## src/rtl/lc3_mem_pkg.sv

```systemverilog
// ----------------------------------------------------------------------------
// lc3_mem_pkg
// Shared definitions for the LC-3 memory responder: responder FSM state
// encoding, the memory-mapped I/O address, the default RAM depth and an
// address-decode helper used by the top level.
// ----------------------------------------------------------------------------
package lc3_mem_pkg;

    // Single memory-mapped I/O location: reads return the switch bank,
    // writes update the hex display register.
    localparam logic [15:0] IO_ADDR = 16'hFFFF;

    // Default number of 16-bit words in the backing RAM.
    localparam int DEFAULT_MEM_DEPTH = 256;

    // Responder FSM states.
    typedef enum logic [1:0] {
        ST_IDLE = 2'd0,
        ST_WAIT = 2'd1,
        ST_RESP = 2'd2,
        ST_DONE = 2'd3
    } state_t;

    // Target of a latched address.
    typedef enum logic [1:0] {
        REG_NONE = 2'd0,
        REG_RAM  = 2'd1,
        REG_IO   = 2'd2
    } region_t;

    // The I/O address is checked first so that it can never alias into RAM,
    // even if the RAM were configured to span the whole address space.
    function automatic region_t decode_addr(input logic [15:0] addr, input int depth);
        if (addr == IO_ADDR) begin
            return REG_IO;
        end else if (int'(addr) < depth) begin
            return REG_RAM;
        end else begin
            return REG_NONE;
        end
    endfunction

endpackage

```

## src/rtl/lc3_ram256.sv

```systemverilog
// ----------------------------------------------------------------------------
// lc3_ram256
// Single-port RAM with synchronous write and registered read. The read port
// returns the word stored before a same-cycle write (read-first).
//
// Ports:
//   i_clk    : clock, all activity on rising edge
//   i_we     : write enable
//   i_addr   : word address
//   i_wdata  : write data
//   o_rdata  : registered read data for the address of the previous cycle
//
// The array has no reset; its contents survive the responder's reset.
// ----------------------------------------------------------------------------
module lc3_ram256 #(
    parameter int DEPTH = 256,
    parameter int AW    = $clog2(DEPTH),
    parameter int DW    = 16
) (
    input  logic          i_clk,
    input  logic          i_we,
    input  logic [AW-1:0] i_addr,
    input  logic [DW-1:0] i_wdata,
    output logic [DW-1:0] o_rdata
);

    logic [DW-1:0] r_mem [DEPTH];

    always_ff @(posedge i_clk) begin
        if (i_we) begin
            r_mem[i_addr] <= i_wdata;
        end
        o_rdata <= r_mem[i_addr];
    end

endmodule

```

## src/rtl/lc3_mem_responder.sv

```systemverilog
// ----------------------------------------------------------------------------
// lc3_mem_responder
// Memory responder for an LC-3 style CPU. Accepts one request at a time,
// inserts a configurable number of wait states, then returns a one-cycle
// Rdy strobe. Address 16'hFFFF is memory-mapped I/O (switches in, hex
// display out), addresses below MEM_DEPTH hit the backing RAM, everything
// else reads as zero and ignores writes.
//
// Handshake: the CPU raises Req with WE/Addr/Data_to_mem and holds Req high
// until it observes Rdy = 1. The request fields are captured on the edge that
// accepts Req in IDLE; later changes are ignored. After Rdy, Req must drop
// for at least one edge before another request is accepted.
//
// Timing (WAIT_STATES = N): acceptance edge E0, WAIT for N+1 cycles
// (counter N..0), RESP for one cycle, Rdy high for the cycle that follows
// edge E(N+2). The single WAIT cycle at N = 0 keeps this latency uniform and
// gives the registered RAM read a cycle to settle on the latched address.
//
// Ports:
//   Clk            : clock
//   Reset          : asynchronous active-high reset
//   Req            : CPU memory request
//   WE             : 1 = write, 0 = read (sampled with Req)
//   Addr           : word address
//   Data_to_mem    : write data
//   SW             : switch bank, read at IO_ADDR
//   Rdy            : one-cycle response strobe
//   Data_from_mem  : read data, valid while Rdy = 1, zero otherwise
//   HEX_data       : last value written to IO_ADDR
//   Dbg_state      : current FSM state (state_t encoding)
// ----------------------------------------------------------------------------
module lc3_mem_responder
    import lc3_mem_pkg::*;
#(
    parameter int WAIT_STATES = 2,
    parameter int MEM_DEPTH   = DEFAULT_MEM_DEPTH
) (
    input  logic        Clk,
    input  logic        Reset,
    input  logic        Req,
    input  logic        WE,
    input  logic [15:0] Addr,
    input  logic [15:0] Data_to_mem,
    input  logic [9:0]  SW,
    output logic        Rdy,
    output logic [15:0] Data_from_mem,
    output logic [15:0] HEX_data,
    output logic [1:0]  Dbg_state
);

    localparam int AW = $clog2(MEM_DEPTH);

    // FSM
    state_t      r_state;
    state_t      w_state_nxt;
    logic [2:0]  r_cnt;
    logic [2:0]  w_cnt_nxt;
    logic        w_accept;

    // Latched request
    logic        r_we;
    logic [15:0] r_addr;
    logic [15:0] r_wdata;

    // Response / outputs
    logic        r_rdy;
    logic [15:0] r_rdata;
    logic [15:0] r_hex;

    // Datapath
    region_t     w_region;
    logic        w_resp;
    logic        w_ram_we;
    logic [15:0] w_ram_q;
    logic [15:0] w_read_val;

    // ------------------------------------------------------------------
    // FSM state register
    // ------------------------------------------------------------------
    always_ff @(posedge Clk or posedge Reset) begin
        if (Reset) begin
            r_state <= ST_IDLE;
            r_cnt   <= 3'd0;
        end else begin
            r_state <= w_state_nxt;
            r_cnt   <= w_cnt_nxt;
        end
    end

    // ------------------------------------------------------------------
    // FSM next-state logic
    // ------------------------------------------------------------------
    always_comb begin
        w_state_nxt = r_state;
        w_cnt_nxt   = r_cnt;
        w_accept    = 1'b0;
        case (r_state)
            ST_IDLE: begin
                if (Req) begin
                    w_accept    = 1'b1;
                    w_state_nxt = ST_WAIT;
                    w_cnt_nxt   = 3'(WAIT_STATES);
                end
            end
            ST_WAIT: begin
                if (r_cnt == 3'd0) begin
                    w_state_nxt = ST_RESP;
                end else begin
                    w_cnt_nxt = r_cnt - 3'd1;
                end
            end
            ST_RESP: begin
                w_state_nxt = ST_DONE;
            end
            ST_DONE: begin
                // A Req still held from the finished transaction must not
                // start another one.
                if (!Req) begin
                    w_state_nxt = ST_IDLE;
                end
            end
            default: begin
                w_state_nxt = ST_IDLE;
                w_cnt_nxt   = 3'd0;
            end
        endcase
    end

    // ------------------------------------------------------------------
    // Request capture
    // ------------------------------------------------------------------
    always_ff @(posedge Clk or posedge Reset) begin
        if (Reset) begin
            r_we    <= 1'b0;
            r_addr  <= 16'h0000;
            r_wdata <= 16'h0000;
        end else if (w_accept) begin
            r_we    <= WE;
            r_addr  <= Addr;
            r_wdata <= Data_to_mem;
        end
    end

    // ------------------------------------------------------------------
    // Address decode and backing RAM
    // ------------------------------------------------------------------
    assign w_region = decode_addr(r_addr, MEM_DEPTH);
    assign w_resp   = (r_state == ST_RESP);

    // Commit happens only on the edge that leaves RESP, so a reset anywhere
    // before that edge drops the write.
    assign w_ram_we = w_resp && r_we && (w_region == REG_RAM);

    lc3_ram256 #(
        .DEPTH (MEM_DEPTH),
        .AW    (AW),
        .DW    (16)
    ) u_ram (
        .i_clk   (Clk),
        .i_we    (w_ram_we),
        .i_addr  (r_addr[AW-1:0]),
        .i_wdata (r_wdata),
        .o_rdata (w_ram_q)
    );

    always_comb begin
        w_read_val = 16'h0000;
        case (w_region)
            REG_IO:   w_read_val = {6'b000000, SW};
            REG_RAM:  w_read_val = w_ram_q;
            default:  w_read_val = 16'h0000;
        endcase
    end

    // ------------------------------------------------------------------
    // Response registers: Rdy and read data are produced on the RESP edge
    // and held for exactly one cycle. Data is zero outside that cycle and
    // for write responses.
    // ------------------------------------------------------------------
    always_ff @(posedge Clk or posedge Reset) begin
        if (Reset) begin
            r_rdy   <= 1'b0;
            r_rdata <= 16'h0000;
            r_hex   <= 16'h0000;
        end else begin
            r_rdy   <= w_resp;
            r_rdata <= (w_resp && !r_we) ? w_read_val : 16'h0000;
            if (w_resp && r_we && (w_region == REG_IO)) begin
                r_hex <= r_wdata;
            end
        end
    end

    assign Rdy           = r_rdy;
    assign Data_from_mem = r_rdata;
    assign HEX_data      = r_hex;
    assign Dbg_state     = r_state;

endmodule

```

## config.mk

```make
export PLATFORM = sky130hd
export DESIGN_NAME = lc3_mem_responder
export DESIGN_NICKNAME = d
export VERILOG_FILES = /design/src/rtl/lc3_mem_pkg.sv /design/src/rtl/lc3_ram256.sv /design/src/rtl/lc3_mem_responder.sv
export SDC_FILE = /design/constraint.sdc
export NUM_CORES = 2
export LEC_CHECK = 0
export CAP_MARGIN = 10
export CORE_ASPECT_RATIO = 0.8
export CORE_UTILIZATION = 50
export CTS_CLUSTER_DIAMETER = 60
export CTS_CLUSTER_SIZE = 40
export DETAILED_ROUTE_END_ITERATION = 8
export PLACE_DENSITY = 0.66
export SYNTH_ARGS = -nofsm -noshare
export SYNTH_HDL_FRONTEND = slang
export SYNTH_HIERARCHICAL = 1
export SYNTH_SLANG_ARGS = --single-unit
```

## constraint.sdc

```tcl
create_clock -name Clk -period 4.6 [get_ports Clk]
set_input_delay 1.15 -clock Clk [delete_from_list [all_inputs] [get_ports Clk]]
set_output_delay 1.15 -clock Clk [all_outputs]
set_load 0.005 [all_outputs]
```

==> flow_results.xml <==
<?xml version="1.0" encoding="UTF-8"?>
<metrics>
  <group name="run_status">
    <metric name="status" unit="">finished with violations</metric>
    <metric name="violations_in_the_final_reports" unit="">max-capacitance violations, negative setup slack</metric>
  </group>
  <group name="route">
    <metric name="drtIter0Drc" unit="">11600</metric>
    <metric name="drt-total-wl" unit="um">407000</metric>
    <metric name="routed_via_density" unit="">6.62</metric>
    <metric name="remaining_drc_errors" unit="">0</metric>
    <metric name="detailed_routing_iteration_count_for_the_pre_antenna_repair_pass" unit="">8</metric>
    <metric name="route.detailed.wl_per_inst" unit="um">34.8</metric>
    <metric name="detail-route-antenna-nets" unit="">0</metric>
    <metric name="routed-via-count" unit="">77500</metric>
  </group>
  <group name="clocking">
    <metric name="clock_tree_from_tritoncts" unit="">built</metric>
    <metric name="root_buffer" unit="">sky130_fd_sc_hd__clkbuf_16</metric>
    <metric name="numCtsBuffers" unit="">179</metric>
    <metric name="cts_resized" unit="">0</metric>
    <metric name="clock_latency" unit="ps">940</metric>
    <metric name="reg_clk_slew_reported_paths" unit="ps">130</metric>
    <metric name="htreeDepth" unit="">4</metric>
    <metric name="cts_buffer_depth" unit="">4</metric>
    <metric name="cts.repair_timing.setup_buffer_count" unit="">0</metric>
    <metric name="postCtsHoldBufs" unit="">0</metric>
    <metric name="cts.sinks" unit="">4183</metric>
  </group>
  <group name="sta">
    <metric name="layout_worst_path_cycle_share" unit="%">101</metric>
    <metric name="finalSetupViolations" unit="">1</metric>
    <metric name="finalMaxSlewViolations" unit="">0</metric>
    <metric name="finalSetupTns" unit="ps">-59.0</metric>
    <metric name="fin_skew" unit="ps">83.2</metric>
    <metric name="fmaxAchievable" unit="MHz">215</metric>
    <metric name="hold_vio_cnt_final" unit="">0</metric>
    <metric name="period_minus_slack" unit="ps">4660</metric>
    <metric name="setup_repair_after_global_routing_missed_its_margin" unit="">no</metric>
    <metric name="setup_ws" unit="ps">-59.0</metric>
    <metric name="relative_max_transition_margin" unit="%">1.16</metric>
    <metric name="worst-slew-pin-transition" unit="ps">1480</metric>
  </group>
  <group name="finish">
    <metric name="post_route_cells_drive_above_1_share" unit="%">28.0</metric>
    <metric name="final_nets" unit="">7427</metric>
    <metric name="utilization" unit="%">55.8</metric>
    <metric name="area.growth.synth_to_final" unit="%">10.9</metric>
    <metric name="post_layout_nonfiller_instances" unit="">11700</metric>
  </group>
  <group name="logic_synthesis">
    <metric name="ys_ff_latch" unit="">4183</metric>
    <metric name="synth_enable_flop_cells" unit="">4096</metric>
    <metric name="yosysTopAreaCell" unit="">sky130_fd_sc_hd__edfxtp_1</metric>
    <metric name="avgSynthCellArea" unit="um^2">22.9</metric>
    <metric name="synth_sequential_area_ratio" unit="%">79.1</metric>
    <metric name="post_syn_area" unit="um^2">158000</metric>
    <metric name="dominantRegCellSynth" unit="">sky130_fd_sc_hd__edfxtp_1</metric>
    <metric name="ys_warn_count" unit="">6</metric>
    <metric name="number_of_distinct_standard_cells_referenced_by_the_synthesized_netlist" unit="">33</metric>
    <metric name="synth_area_leaders" unit="">sky130_fd_sc_hd__edfxtp_1 (78%), sky130_fd_sc_hd__mux4_2 (15%), sky130_fd_sc_hd__a22oi_1 (2.5%), sky130_fd_sc_hd__dfrtp_1 (1.1%), sky130_fd_sc_hd__a21oi_1 (0.81%)</metric>
    <metric name="synthesis.nets" unit="">6977</metric>
    <metric name="post-synth-top-area-fraction" unit="%">77.7</metric>
    <metric name="postSynth.asyncResetShare" unit="%">1.70</metric>
    <metric name="syn_inst" unit="">6924</metric>
  </group>
  <group name="global_route">
    <metric name="grt_usage" unit="%">25.2</metric>
    <metric name="first_pass_grt_wire_length" unit="um">570000</metric>
    <metric name="maximum_number_of_pins_on_one_net_before_global_route_repair" unit="">189</metric>
    <metric name="grt_pass1_vias" unit="">74300</metric>
    <metric name="antenna_found_initial" unit="">21</metric>
    <metric name="grt_overflow_total" unit="">0</metric>
  </group>
  <group name="floorplanning">
    <metric name="fp-row-count" unit="">184</metric>
    <metric name="start_util" unit="%">50.3</metric>
    <metric name="dieWidth" unit="um">631</metric>
    <metric name="die-height" unit="um">505</metric>
    <metric name="design.die.area" unit="um^2">319000</metric>
    <metric name="boundaryPins" unit="">81</metric>
    <metric name="core" unit="um^2">314000</metric>
  </group>
  <group name="run">
    <metric name="maxCapViolations" unit="">1</metric>
  </group>
  <group name="power_and_ir_drop">
    <metric name="power.density_cell_area" unit="nW/um^2">601</metric>
    <metric name="p_leak" unit="nW">53.5</metric>
    <metric name="vdd_ir_drop_max" unit="mV">0.608</metric>
    <metric name="power" unit="mW">105</metric>
  </group>
  <group name="critical_path">
    <metric name="crit_path_required_time" unit="ps">5370</metric>
    <metric name="setup.worst_path.end_class" unit="">flop</metric>
    <metric name="worst-path-max-fanout" unit="">41</metric>
    <metric name="r2r.worst_path.cells" unit="">8</metric>
    <metric name="r2r_setup_slack" unit="ps">-60</metric>
    <metric name="critPathArrivalTime" unit="ps">5430</metric>
    <metric name="start_kind" unit="">flop</metric>
    <metric name="crit_type" unit="">flop to flop</metric>
  </group>
  <group name="worst_hold_path">
    <metric name="min_delay_path_depth" unit="">1</metric>
    <metric name="path_class_of_the_lowest_slack_min_delay_path" unit="">flop to flop</metric>
  </group>
  <group name="place">
    <metric name="final_weighted_congestion_in_routability_driven_placement" unit="">0.869</metric>
    <metric name="number_of_port_buffers" unit="">80</metric>
    <metric name="place_inst" unit="">11400</metric>
    <metric name="detailedPlacementHpwl" unit="um">246000</metric>
    <metric name="dp_slack" unit="ps">199</metric>
  </group>
</metrics>
-- cell families after synthesis --
group	after synthesis	share of synthesized area [%]
flops	4183	79.1
mux	1074	14.9
compound gates	852	3.68
buf+inv	434	1.25
simple gates	374	1.02
fa+ha+maj	7	0.0554
-- metal layers --
metal / wire (um) / vias up / track usage [%] / part of all wire [%]
met2: 185000 / 4652 / 37.4 / 45
li1: - / 30400 / - / -
met1: 162000 / 41900 / 38.3 / 40
met5: 46 / - / 0 / 0.011
met3: 46100 / 534 / 5.13 / 11
met4: 13500 / 8 / 7.39 / 3.3
-- critical path: stages (launching register included) --
cell and delay, ps:
sky130_fd_sc_hd__dfrtp_4 890, sky130_fd_sc_hd__buf_12 230, sky130_fd_sc_hd__buf_12 290, sky130_fd_sc_hd__buf_12 280
sky130_fd_sc_hd__mux4_2 570, sky130_fd_sc_hd__a22oi_1 340, sky130_fd_sc_hd__a21oi_1 270, sky130_fd_sc_hd__o41ai_1 1270
sky130_fd_sc_hd__nand4_1 220
-- stage by stage --
step | instance area (um^2) | hold slack [ps]
2_1_floorplan | 158000 | 413
3_3_place_gp | 168000 | 468
3_5_place_dp | 168000 | 480
4_1_cts | 175000 | 506
5_1_grt | 175000 | 520
6_report | 175000 | 502
-- worst paths after layout --
check                                  from                to
worst max-delay path              r_addr[0]  u_ram/o_rdata[0]
min in group asynchronous             Reset          r_cnt[2]
worst min register to register  HEX_data[3]       HEX_data[3]
worst min-delay path            HEX_data[3]       HEX_data[3]
worst max register to register    r_addr[0]  u_ram/o_rdata[0]
max in group asynchronous             Reset         r_addr[1]
-- cell usage in the layout (no fill, tap or decap), drive strengths merged, types with 7 or more instances in the layout --
| master | count |
|---|---|
| dfxtp | 16 |
| nand2b | 9 |
| clkinv | 57 |
| nor2b | 8 |
| mux2 | 50 |
| edfxtp | 4096 |
| nor2 | 243 |
| inv | 75 |
| nand4 | 20 |
| clkdlybuf4s50 | 80 |
| nand3 | 15 |
| nor3 | 32 |
| nand2 | 30 |
| diode | 13 |
| a22oi | 523 |
| mux4 | 1024 |
| ha | 7 |
| bufinv | 7 |
| clkbuf | 184 |
| o41ai | 64 |
| buf | 617 |
| dfrtp | 71 |
| a21oi | 256 |
| and2 | 9 |
-- where the power goes --
| part | internal, mW | total [mW] | switching, mW | leakage (nW) |
|---|---|---|---|---|
| logic | 12.1 | 33.9 | 21.8 | 12.4 |
| registers | 47.9 | 49.6 | 1.71 | 37.9 |
| clock network | 8.67 | 21.9 | 13.2 | 3.27 |
| total | 68.6 | 105 | 36.7 | 53.5 |
-- synthesized netlist by cell type, types with 10 or more instances --
cell / n
sky130_fd_sc_hd__a22oi_1: 523
sky130_fd_sc_hd__edfxtp_1: 4096
sky130_fd_sc_hd__nor3_1: 31
sky130_fd_sc_hd__buf_4: 17
sky130_fd_sc_hd__mux2_1: 10
sky130_fd_sc_hd__dfxtp_1: 16
sky130_fd_sc_hd__o41ai_1: 64
sky130_fd_sc_hd__nand2_1: 30
sky130_fd_sc_hd__mux4_2: 1024
sky130_fd_sc_hd__clkbuf_1: 251
sky130_fd_sc_hd__buf_2: 77
sky130_fd_sc_hd__buf_1: 57
sky130_fd_sc_hd__a21oi_1: 256
sky130_fd_sc_hd__dfrtp_1: 71
sky130_fd_sc_hd__nand3_1: 15
sky130_fd_sc_hd__nor2_1: 243
sky130_fd_sc_hd__nand4_1: 20
sky130_fd_sc_hd__buf_6: 26
sky130_fd_sc_hd__mux2_2: 40
-- registers in the layout (all words and copies together), names as in the netlist --
register / cells
Dbg_state: 2
Rdy: 1
u_ram/r_mem: 4096
u_ram/o_rdata: 16
Data_from_mem: 16
r_we: 1
r_cnt: 3
HEX_data: 16
r_addr: 16
r_wdata: 16
-- area by class of cell --
type,instances,area [um^2]
antenna,13,32.5
clock buffer,184,4560
clock inverter,136,2320
fill,22800,139000
inverter,6,23.8
multi-input combinational,2307,31600
sequential,4183,125000
tap,4185,5240
timing repair buffer,697,6440
(Power assumes the default switching activity.)
